## config.mk

```make
export PLATFORM = sky130hd
export DESIGN_NAME = rotate_right_seq_flat
export DESIGN_NICKNAME = d
export VERILOG_FILES = /design/src/rtl/rotate_right_seq_if.sv /design/src/rtl/rotate_right_seq.sv /design/src/flat_wrapper.sv
export SDC_FILE = /design/constraint.sdc
export NUM_CORES = 1
export LEC_CHECK = 0
export ABC_AREA = 1
export CAP_MARGIN = 20
export CORE_MARGIN = 5
export CORE_UTILIZATION = 35
export CTS_CLUSTER_SIZE = 28
export DETAILED_ROUTE_END_ITERATION = 10
export PLACE_DENSITY_LB_ADDON = 0.12
export SETUP_SLACK_MARGIN = 0.05
export SYNTH_ARGS = -nofsm -noshare
export SYNTH_HDL_FRONTEND = slang
export SYNTH_SLANG_ARGS = --single-unit
```

## constraint.sdc

```tcl
create_clock -name clock -period 4.3 [get_ports clock]
set_input_delay 0.86 -clock clock [delete_from_list [all_inputs] [get_ports clock]]
set_output_delay 0.86 -clock clock [all_outputs]
set_load 0.01 [all_outputs]
```

## src/rtl/rotate_right_seq_if.sv

```systemverilog
// ---------------------------------------------------------------------------
// rotate_right_seq_if
// Handshake/data bundle between the datapath control unit and the multi-cycle
// right-rotate unit.
//   start  : request, sampled by the unit while it is not busy
//   A      : data to rotate
//   B      : rotate amount (only the low log2(WIDTH) bits matter)
//   result : rotated value, valid while done=1 and held afterwards
//   busy   : high while a rotation is in progress
//   done   : one-cycle pulse marking result valid
// master = control unit side, slave = rotate unit side.
// ---------------------------------------------------------------------------
interface rotate_right_seq_if #(
    parameter int WIDTH = 32
);
    logic             start;
    logic [WIDTH-1:0] A;
    logic [WIDTH-1:0] B;
    logic [WIDTH-1:0] result;
    logic             busy;
    logic             done;

    modport master (
        output start, A, B,
        input  result, busy, done
    );

    modport slave (
        input  start, A, B,
        output result, busy, done
    );
endinterface

```

## src/rtl/rotate_right_seq.sv

```systemverilog
// ---------------------------------------------------------------------------
// rotate_right_seq
// Multi-cycle right bit-rotation unit. The rotate amount is decomposed into
// power-of-two stages, one stage per clock, so the latency is fixed and does
// not depend on the amount.
// Ports:
//   clock : rising-edge clock
//   reset : synchronous, active-high reset (priority over everything)
//   bus   : slave side of rotate_right_seq_if (start/A/B in,
//           result/busy/done out)
// Parameters:
//   WIDTH   : operand/result width, power of two
//   SHAMT_W : rotate-amount bits taken from B, equal to log2(WIDTH)
// ---------------------------------------------------------------------------
module rotate_right_seq #(
    parameter int WIDTH   = 32,
    parameter int SHAMT_W = 5
) (
    input  logic                clock,
    input  logic                reset,
    rotate_right_seq_if.slave   bus
);

    localparam int STAGE_W = (SHAMT_W > 1) ? $clog2(SHAMT_W) : 1;
    localparam logic [STAGE_W-1:0] LAST_STAGE = STAGE_W'(SHAMT_W - 1);

    typedef enum logic [1:0] {
        IDLE,
        ROTATE,
        DONE
    } state_t;

    state_t               state;
    logic [WIDTH-1:0]     data_r;
    logic [SHAMT_W-1:0]   amt_r;
    logic [STAGE_W-1:0]   stage;

    logic [31:0]          step;
    logic [WIDTH-1:0]     stage_rot;
    logic [WIDTH-1:0]     next_data;

    // Upper bits of B carry no meaning for the rotate amount.
    logic                 unused_b_upper;
    assign unused_b_upper = ^bus.B[WIDTH-1:SHAMT_W];

    // Rotation performed by the current stage: 2^stage positions, applied
    // only when the matching amount bit is set. step is never zero, so the
    // left shift amount stays below WIDTH.
    always_comb begin
        step      = 32'd1 << stage;
        stage_rot = (data_r >> step) | (data_r << (WIDTH - step));
        next_data = amt_r[stage] ? stage_rot : data_r;
    end

    // Control FSM with registered busy/done decodes. Accepting a request
    // latches the operands so later changes on A/B cannot disturb the
    // rotation in flight. DONE accepts a new start just like IDLE.
    always_ff @(posedge clock) begin
        if (reset) begin
            state      <= IDLE;
            data_r     <= '0;
            amt_r      <= '0;
            stage      <= '0;
            bus.result <= '0;
            bus.busy   <= 1'b0;
            bus.done   <= 1'b0;
        end else begin
            case (state)
                IDLE: begin
                    bus.done <= 1'b0;
                    if (bus.start) begin
                        data_r   <= bus.A;
                        amt_r    <= bus.B[SHAMT_W-1:0];
                        stage    <= '0;
                        bus.busy <= 1'b1;
                        state    <= ROTATE;
                    end
                end

                ROTATE: begin
                    data_r <= next_data;
                    if (stage == LAST_STAGE) begin
                        stage      <= '0;
                        bus.result <= next_data;
                        bus.busy   <= 1'b0;
                        bus.done   <= 1'b1;
                        state      <= DONE;
                    end else begin
                        stage <= stage + STAGE_W'(1);
                    end
                end

                DONE: begin
                    bus.done <= 1'b0;
                    if (bus.start) begin
                        data_r   <= bus.A;
                        amt_r    <= bus.B[SHAMT_W-1:0];
                        stage    <= '0;
                        bus.busy <= 1'b1;
                        state    <= ROTATE;
                    end else begin
                        state <= IDLE;
                    end
                end

                default: begin
                    state    <= IDLE;
                    bus.busy <= 1'b0;
                    bus.done <= 1'b0;
                end
            endcase
        end
    end

endmodule
```

## src/flat_wrapper.sv

```systemverilog
// flat-port wrapper written by rule: the top's interface ports become plain ports
module rotate_right_seq_flat 
#(
    parameter int WIDTH   = 32,
    parameter int SHAMT_W = 5
)
  (clock, reset, bus_start, bus_A, bus_B, bus_result, bus_busy, bus_done);
  rotate_right_seq_if #(.WIDTH(WIDTH)) bus_i ();
  input  logic clock;
  input  logic reset;
  input wire logic [$bits(bus_i.start)-1:0] bus_start;
  input wire logic [$bits(bus_i.A)-1:0] bus_A;
  input wire logic [$bits(bus_i.B)-1:0] bus_B;
  output wire logic [$bits(bus_i.result)-1:0] bus_result;
  output wire logic [$bits(bus_i.busy)-1:0] bus_busy;
  output wire logic [$bits(bus_i.done)-1:0] bus_done;
  assign bus_i.start = bus_start;
  assign bus_i.A = bus_A;
  assign bus_i.B = bus_B;
  assign bus_result = bus_i.result;
  assign bus_busy = bus_i.busy;
  assign bus_done = bus_i.done;
  rotate_right_seq #(.WIDTH(WIDTH), .SHAMT_W(SHAMT_W)) u_core (.clock(clock), .reset(reset), .bus(bus_i));
endmodule
```

==> results.ini <==
[outcome]
status=finished clean

[setup_path]
start_kind=flop
worstPathMaxFanout=35
crit_top_cell=nand2_1
arrival_ps=3940
path_cells=inv_1, ha_1, inv_1, nor2_4, inv_4, ha_1, or2_0, nand2_1, inv_2, nand2_1, nand2_1, nand2_1, nand2_1, nor2_1, o21ai_1, nand2_1, nand2_1, a21oi_1
crit_start=u_core.stage[1]
reg2reg_slack_ps=550
slowest_delay_ps=580
crit_type=flop to flop
cpMaxStageDelayCell=inv_2
rr_worst_depth=18
r2r-start=u_core.stage[1]
critPathCaptureType=flop
required_ps=4500
r2r-end=u_core.data_r[12]

[timing]
max_clock_freq_ghz=0.2668
finalSetupViolCount=0
post-route-min-period_ps=3748
layout_setup_ws_ps=552.3
period_share=0.8716
rsz0062_at_grt=no
fin_tns_setup_ps=0
hold_viol_final=0
clock_skew_ps=10.36
hold_ws_ps=495.9
worstMarginPinSlew_ps=760.8
slew_headroom=0.4916
slew_violations=0

[grt]
grt_overflow=0
grt_pass1_wl_um=48020
grt_max_degree=65
grt_usage=0.2550
first_global_vias=8128
antenna_found_initial=1

[min_path]
holdPathStages=2
min_to=u_core.amt_r[3]
hold_class=flop to flop
min_from=u_core.amt_r[3]

[detailed_routing]
drc=0
routedWlPerCell_um=20.11
drt_first_pass_iters=5
ant_nets=0
wl_um=31170
first_iter_violations=669
vias=8785
routed_via_density=5.668

[cells_and_area]
utilization=0.4173
antenna_cells=0
final_common_cell=nand2_1
final_area_um2=8498
layout_common_cells=nand2_1 (336), nand3_1 (217), o21ai_0 (127), a21oi_1 (93), dfxtp_1 (76)
nets=1350
area_growth_pct=16.48
layout-drive-gt1-share=0.08594

[synthesis]
synth-seq-cells=76
synth_edf_count=0
syn_inst=1250
synth_warnings=0
synthArstFlopShare=0
synth_area_um2=7296
synth_cell_types=43
synth.top_cell.area_share=0.2085
seq_area_frac_synth=0.2085
synth_area_leaders=dfxtp_1 (21%), nand2_1 (17%), nand3_1 (15%), o21ai_0 (8.7%), a21oi_1 (6.4%)
ys.flop_type=dfxtp_1
synth.avg_cell_area_um2=5.837
synth_top_area_cell=dfxtp_1
synth_fp_nets=1325

[die]
die_area_um2=23830
initial_core_util=0.3583
coreArea_um2=20360
die_h_um=154.4
ioPinCount=101
die_w_um=154.4
num_rows=52

[clocking]
cts_hold_buf=0
cts_resized=0
tritoncts=done
clk_pin_slew_worst_paths_ps=60
cts_sinks=76
insertion_delay_ps=340
clockBufferDepth=2
cts_max_level=3
cts_buffers=9
cts_setup_buffers=0
ctsRootBufferMaster=clkbuf_16

[power_and_ir_drop]
p_per_area_nw_per_um2=370.8
p_int_uw=1773
max-vdd-ir-drop_v=0.0003246
p_switching_uw=1379
combPwrFrac=0.455
netSwitchingFraction=0.4375
seq_power_share=0.259
p_clk_frac=0.286
leakage_uw=0.003553

[placed_design]
io_buffers=73
place_congestion=1.003
place_ws_ps=637.6
placed_cell_area_um2=8130
hpwlAfterDp_um=23860

[flow_run]
drv_cap=0

==> kinds of logic (layout without fill, tap and decap cells) <==
kind of cell               count (synthesis)  count (layout)  synth area share
adders and majority gates                  8               8           0.01372
DFF                                       76              76            0.2085
xor gates and xnor gates                   2               2          0.006003
buffers and inverters                    152             182           0.09758
and+or+nand+nor                          722             722            0.4588
AOI/OAI and AO/OA                        290             290            0.2154
==> area by class of cell <==
class / count / area (um2)
multi-input combinational: 1022 / 5072
inverter: 62 / 242.7
fill: 2272 / 11870
clock buffer: 10 / 229.0
sequential: 76 / 1521
tap: 270 / 337.8
timing repair buffer: 104 / 975.9
clock inverter: 6 / 118.9
==> power groups by stage <==
stage                     Combinational (uW)  Sequential, uW  Clock (uW)
after floorplan                          992             791           0
after global placement                  1400             828           0
after detailed placement                1400             827           0
after CTS                               1410             811         908
after global routing                    1590             818         931
final                                   1430             816         902
==> metrics by stage <==
| stage | std cells | power [uW] |
|---|---|---|
| floorplan | 1250 | 1783 |
| global placement | 1533 | 2232 |
| detailed placement | 1533 | 2228 |
| CTS | 1549 | 3127 |
| global route | 1550 | 3335 |
| finish | 1550 | 3151 |
==> worst max-delay path, delay by kind of cell, from the launching register on <==
family,cells,cell delay (ps)
AND/OR/NAND/NOR,10,1110
buffers and inverters,4,1080
adder cells (fa/ha/maj),2,530
AO/OA/AOI/OAI,2,490
flip-flops,1,390
==> layer usage <==
layer  up-vias  GRT usage  wire (um)
met5         -          0          7
li1       4337          -          -
met3        43    0.04303       2482
met4         2    0.06182        646
met1      4071     0.3773      14650
met2       332     0.3850      13380
==> cells in the mapped netlist (2+ instances only) <==
cell / n
dfxtp_1: 76
buf_1: 4
o21a_1: 4
nand3_1: 217
or2_2: 21
nor2_4: 4
ha_1: 8
clkinv_1: 5
nor2_1: 67
o22ai_1: 4
o2111ai_1: 3
and2_1: 4
buf_4: 17
clkbuf_1: 45
nand4_1: 40
nor2_2: 3
inv_2: 12
nand2_4: 6
inv_4: 4
o21ai_0: 127
o21ai_1: 22
a31oi_1: 5
o21bai_1: 2
buf_6: 6
inv_1: 41
buf_2: 18
nor2_8: 3
o211ai_1: 26
nand2_1: 337
nand3_2: 2
nand3b_1: 7
a21oi_1: 93
nand2_2: 2
or2_1: 6
==> sequential cells by signal, indices dropped and copies added (netlist names) <==
name / cells
u_core.stage: 3
u_core.amt_r: 5
u_core.bus.busy: 1
u_core.data_r: 32
u_core.bus.result: 32
u_core.state: 2
u_core.bus.done: 1
==> worst max-delay path by stage <==
| stage | end | cells past startpoint |
|---|---|---|
| floorplan | u_core.data_r[16] | 19 |
| global placement | u_core.data_r[12] | 18 |
| detailed placement | u_core.bus.result[24] | 16 |
| finish | u_core.data_r[12] | 18 |
| global route | u_core.data_r[12] | 18 |
| CTS | u_core.data_r[12] | 18 |
No activity file was read; power rests on OpenSTA's default activity.
